==> src/rtl/k_aud_cmprs_pkg.sv <==
// ---------------------------------------------------------------------------
// k_aud_cmprs_pkg
// Shared definitions for the audio compressor datapath.
//   env_state_t   : sequencing state of the energy envelope follower
//   K_E_WIDTH     : default energy / envelope width (shared with the
//                   energy computer, re^2 + im^2)
//   K_SHIFT_WIDTH : default width of the attack / release shift controls
// ---------------------------------------------------------------------------
package k_aud_cmprs_pkg;

  localparam int K_E_WIDTH     = 40;
  localparam int K_SHIFT_WIDTH = 4;

  typedef enum logic [1:0] {
    IDLE   = 2'd0,
    DIFF   = 2'd1,
    UPDATE = 2'd2,
    DONE   = 2'd3
  } env_state_t;

endpackage : k_aud_cmprs_pkg

==> src/rtl/k_env_step.sv <==
// ---------------------------------------------------------------------------
// k_env_step
// Combinational step generator for one-pole shift filters:
//   step = diff >> shift, forced to 1 when diff is non-zero but the shift
//   would truncate it to 0, so the filter always converges.
// Ports:
//   diff  in  E_WIDTH      unsigned distance between target and state
//   shift in  SHIFT_WIDTH  coefficient exponent
//   step  out E_WIDTH      amount to move the filter state by
// ---------------------------------------------------------------------------
module k_env_step
  import k_aud_cmprs_pkg::*;
#(
  parameter int E_WIDTH     = K_E_WIDTH,
  parameter int SHIFT_WIDTH = K_SHIFT_WIDTH
) (
  input  logic [E_WIDTH-1:0]     diff,
  input  logic [SHIFT_WIDTH-1:0] shift,
  output logic [E_WIDTH-1:0]     step
);

  logic [E_WIDTH-1:0] shifted;

  // Shift amounts at or beyond E_WIDTH yield 0 and fall into the min-step case.
  assign shifted = diff >> shift;
  assign step    = ((diff != '0) && (shifted == '0)) ? E_WIDTH'(1) : shifted;

endmodule : k_env_step

==> src/rtl/k_energy_envelope.sv <==
// ---------------------------------------------------------------------------
// k_energy_envelope
// Attack/release envelope follower on the per-sample energy stream. One
// sample is processed every 4 cycles: accept -> DIFF -> UPDATE -> DONE.
// The refreshed envelope and its valid pulse appear 3 edges after accept.
// Optional build macro: K_ENV_PEAK_HOLD_EN adds a peak-hold counter that
// freezes release for HOLD_SAMPLES samples after each attack update.
// Ports:
//   clk           in   single clock, rising edge
//   aresetn       in   asynchronous active-low reset
//   in_energy     in   unsigned energy sample
//   in_valid      in   one-cycle qualifier for in_energy
//   attack_shift  in   attack exponent (step = diff >> attack_shift)
//   release_shift in   release exponent
//   out_env       out  registered envelope
//   out_valid     out  one-cycle pulse when out_env was just refreshed
//   busy          out  a sample is in flight
//   overrun       out  sticky: a sample arrived while busy and was dropped
// ---------------------------------------------------------------------------
module k_energy_envelope
  import k_aud_cmprs_pkg::*;
#(
  parameter int E_WIDTH      = K_E_WIDTH,
  parameter int SHIFT_WIDTH  = K_SHIFT_WIDTH,
  parameter int HOLD_SAMPLES = 64
) (
  input  logic                   clk,
  input  logic                   aresetn,
  input  logic [E_WIDTH-1:0]     in_energy,
  input  logic                   in_valid,
  input  logic [SHIFT_WIDTH-1:0] attack_shift,
  input  logic [SHIFT_WIDTH-1:0] release_shift,
  output logic [E_WIDTH-1:0]     out_env,
  output logic                   out_valid,
  output logic                   busy,
  output logic                   overrun
);

  env_state_t state_q, state_d;

  logic [E_WIDTH-1:0]     e_p0;
  logic [SHIFT_WIDTH-1:0] ash_p0, rsh_p0;
  logic                   up_p1;
  logic [E_WIDTH-1:0]     diff_p1;
  logic [E_WIDTH-1:0]     env_q;
  logic [E_WIDTH-1:0]     env_upd;
  logic [SHIFT_WIDTH-1:0] shift_sel;
  logic [E_WIDTH-1:0]     step;
  logic                   accept;
  logic                   hold_active;

  assign accept = (state_q == IDLE) && in_valid;
  assign busy   = (state_q != IDLE);

  always_comb begin
    state_d = state_q;
    case (state_q)
      IDLE:    if (in_valid) state_d = DIFF;
      DIFF:    state_d = UPDATE;
      UPDATE:  state_d = DONE;
      DONE:    state_d = IDLE;
      default: state_d = IDLE;
    endcase
  end

  // Stage p0: capture sample and coefficients; later control changes are ignored
  // Stage p1: direction and magnitude; larger operand is always the minuend
  always_ff @(posedge clk) begin
    if (accept) begin
      e_p0   <= in_energy;
      ash_p0 <= attack_shift;
      rsh_p0 <= release_shift;
    end
    if (state_q == DIFF) begin
      up_p1   <= (e_p0 > env_q);
      diff_p1 <= (e_p0 > env_q) ? (e_p0 - env_q) : (env_q - e_p0);
    end
  end

  // Stage p2: shift-based step toward the target
  assign shift_sel = up_p1 ? ash_p0 : rsh_p0;

  k_env_step #(
    .E_WIDTH     (E_WIDTH),
    .SHIFT_WIDTH (SHIFT_WIDTH)
  ) u_step (
    .diff  (diff_p1),
    .shift (shift_sel),
    .step  (step)
  );

`ifdef K_ENV_PEAK_HOLD_EN
  localparam int HOLD_W = $clog2(HOLD_SAMPLES + 1);

  logic [HOLD_W-1:0] hold_q;

  // Equality (diff == 0) leaves the counter alone.
  assign hold_active = !up_p1 && (diff_p1 != '0) && (hold_q != '0);

  always_ff @(posedge clk or negedge aresetn) begin
    if (!aresetn) begin
      hold_q <= '0;
    end else if (state_q == UPDATE) begin
      if (up_p1)            hold_q <= HOLD_W'(HOLD_SAMPLES);
      else if (hold_active) hold_q <= hold_q - HOLD_W'(1);
    end
  end
`else
  assign hold_active = 1'b0;
`endif

  // Step never exceeds diff, so the envelope cannot overshoot the target.
  assign env_upd = hold_active ? env_q
                 : (up_p1 ? (env_q + step) : (env_q - step));

  // Stage p3: publish envelope with its valid pulse
  always_ff @(posedge clk or negedge aresetn) begin
    if (!aresetn) begin
      state_q   <= IDLE;
      env_q     <= '0;
      out_env   <= '0;
      out_valid <= 1'b0;
      overrun   <= 1'b0;
    end else begin
      state_q   <= state_d;
      out_valid <= 1'b0;
      if (in_valid && (state_q != IDLE)) overrun <= 1'b1;
      if (state_q == UPDATE) env_q <= env_upd;
      if (state_q == DONE) begin
        out_env   <= env_q;
        out_valid <= 1'b1;
      end
    end
  end

endmodule : k_energy_envelope

==> config.mk <==
export PLATFORM = sky130hd
export DESIGN_NAME = k_energy_envelope
export DESIGN_NICKNAME = d
export VERILOG_FILES = /design/src/rtl/k_aud_cmprs_pkg.sv /design/src/rtl/k_env_step.sv /design/src/rtl/k_energy_envelope.sv
export SDC_FILE = /design/constraint.sdc
export NUM_CORES = 1
export LEC_CHECK = 0
export CAP_MARGIN = 20
export CORE_MARGIN = 1.5
export CORE_UTILIZATION = 50
export CTS_CLUSTER_SIZE = 8
export DETAILED_ROUTE_END_ITERATION = 7
export PLACE_DENSITY_LB_ADDON = 0.1
export SETUP_SLACK_MARGIN = 0.05
export SYNTH_ARGS = -nofsm -noshare
export SYNTH_HDL_FRONTEND = slang
export SYNTH_HIERARCHICAL = 1
export SYNTH_SLANG_ARGS = --single-unit
==> constraint.sdc <==
create_clock -name clk -period 10.55 [get_ports clk]
set_input_delay 1.5825 -clock clk [delete_from_list [all_inputs] [get_ports clk]]
set_output_delay 1.5825 -clock clk [all_outputs]
set_load 0.01 [all_outputs]
==> flow_summary.yaml <==
run_status:
  status: "finished clean"
timing:
  max_freq_mhz: 122
  setup_viol: 0
  hold_violations: 0
  skew_ps: 14.4
  min_period_ps: 8220
  slew_violations: 0
  fin_tns_setup_ps: 0
  min_period_over_period: 0.779
  tightest_slew_ps: 1090
  rsz0062_at_grt: "no"
  max-slew-margin-rel: 0.275
grt:
  use_met3: 0.0403
  grt.total_usage: 0.286
  gr-usage-met1: 0.438
  grt_pass1_vias: 12500
  grt_max_degree: 68
  grt_pass1_wl_um: 70300
  grt_antenna_before_repair: 0
  grt_busiest_layer: "met1"
  grt_overflow: 0
  grtUsageMet2: 0.415
route:
  drtIter0Drc: 1343
  antenna_left: 0
  finalWirelength_um: 44800
  drc: 0
  wl_per_cell_um: 21.2
  vias_per_cell: 6.21
  drt_pass1_iterations: 5
  vias: 13100
worst_setup_path:
  arrival_ps: 8550
  required_ps: 10880
  startpoint_type: "flop"
  cpMaxStageDelayCell: "clkinv_1"
  critPathCaptureType: "flop"
  path_max_fanout: 43
  critPathKind: "reg -> reg"
  cp_top_family: "compound AO/OA/AOI/OAI gates"
  crit_buf_inv: 3
  critPathMaxStageDelay_ps: 890
synth:
  ys_seq_area_frac: 0.307
  yosys_warnings: 6
  synth_commonest_cells: "a21oi_1 (156), ha_1 (126), inv_1 (126)"
  ys_async_sr_fraction: 0.486
  synth_top_cell_area_share: 0.172
  netlist_area_mm2: 0.0156
  synth-edff-count: 89
  synth.distinct_cells: 86
  synth_nets: 1848
  postSynthAreaPerCell_um2: 9.32
  synth_area_leaders: "edfxtp_1 (17%), dfrtp_1 (14%), ha_1 (10%), mux4_2 (6.7%), a21oi_1 (5.0%)"
  syn_inst: 1668
  synth-seq-cells: 173
  synth_top_area_cell: "edfxtp_1"
  synth_ff_type: "edfxtp_1"
  yosysMostFrequentCell: "a21oi_1"
hold_path:
  hold_class: "reg -> reg"
floorplan:
  fp.dieArea_mm2: 0.0322
  top_level_ports: 94
  dieWidth_um: 179
  dieHeight_um: 179
  core-area_mm2: 0.0306
  start_util: 0.508
  num_rows: 64
clock_tree:
  cts-htree-levels: 4
  cts_max_path_buffers: 2
  ctsResizeCount: 0
  clkTransAtPathRegs_ps: 70
  postCtsHoldBufs: 0
  cts_post_setup_buffers_inserted: 0
  cts_inserted_buffers: 17
  insertion_delay_ps: 460
  cts_tree: "done"
  clock_sinks: 173
  clockRootBuffer: "clkbuf_16"
final_layout:
  drive_above_1_share: 0.107
  multiInputGateArea_mm2: 0.00988
  finalInstanceArea_mm2: 0.0173
  nets: 1885
  seqCellArea_mm2: 0.00477
  area_growth_pct: 10.9
  post-route-util: 0.564
  fill_cells: 2783
  n_antenna_cell: 0
placed_design:
  port_buffers: 93
  dp_hpwl_um: 35000
  gp_congestion: 0.963
  placed_area_mm2: 0.0166
run:
  drv_cap: 0
-- per-layer routing --
layer / up-vias / part of all wire
li1: 6164 / -
met1: 6436 / 0.49
met2: 480 / 0.42
met3: 57 / 0.066
met4: 0 / 0.023
met5: - / 0
-- logic make-up after synthesis --
group                      Yosys count  synth area share
AOI/OAI and AO/OA                  456             0.186
and+or+nand+nor                    425             0.135
buffers and inverters              213            0.0581
DFF                                173             0.307
muxes                              163             0.147
adders and majority gates          129             0.105
xor gates and xnor gates           109            0.0614
-- final timing paths --
kind	from	endpoint	slack, ps	cells past startpoint
worst min-delay path	overrun	overrun	470	1
max in group asynchronous	aresetn	env_q[36]	8380	2
worst max-delay path	up_p1	env_q[39]	2330	25
min in group asynchronous	aresetn	out_env[5]	1030	1
worst max register to register	up_p1	env_q[39]	2330	25
worst min register to register	overrun	overrun	470	1
-- area by class of cell --
| class | count | area share |
|---|---|---|
| multi-input cells | 1282 | 0.573 |
| well taps | 396 | 0.0287 |
| inverters | 129 | 0.0281 |
| repair buffers | 102 | 0.0584 |
| flip-flops and latches | 173 | 0.277 |
| clock buffers | 20 | 0.0259 |
| clock inverters | 12 | 0.00935 |
-- cells in the final DEF (no fill, tap or decap), drive strengths merged, types with 20 or more instances in the layout --
| cell | netlist | layout |
|---|---|---|
| xor2 | 59 | 59 |
| nor3 | 30 | 30 |
| nand4 | 21 | 21 |
| and2 | 21 | 21 |
| clkbuf | 25 | 20 |
| xnor2 | 50 | 50 |
| inv | 128 | 131 |
| mux2 | 69 | 69 |
| a21oi | 156 | 156 |
| clkdlybuf4s50 | 0 | 92 |
| mux2i | 48 | 48 |
| a21o | 58 | 58 |
| nand3 | 22 | 22 |
| o21bai | 23 | 23 |
| ha | 126 | 126 |
| dfrtp | 84 | 84 |
| edfxtp | 89 | 89 |
| o21ai | 97 | 97 |
| nand2 | 125 | 125 |
| nor2 | 116 | 116 |
| mux4 | 46 | 46 |
-- sequential cells by signal, indices dropped and copies added (netlist names) --
signal	count
diff_p1	40
e_p0	40
env_q	40
out_env	40
ash_p0	4
rsh_p0	4
state_q	2
out_valid	1
overrun	1
up_p1	1
-- metrics by stage --
| step | setup slack (ps) | cells | hold WS [ps] |
|---|---|---|---|
| finish | 2330 | 2114 | 470 |
| global route | 1860 | 2114 | 488 |
| CTS | 2480 | 2113 | 472 |
| detailed placement | 2510 | 2081 | 450 |
| global placement | 2670 | 2081 | 441 |
| floorplan | 3710 | 1668 | 461 |
Power is not shown: default switching activity piles up to over one toggle a cycle in this logic, so the estimate is an artifact.
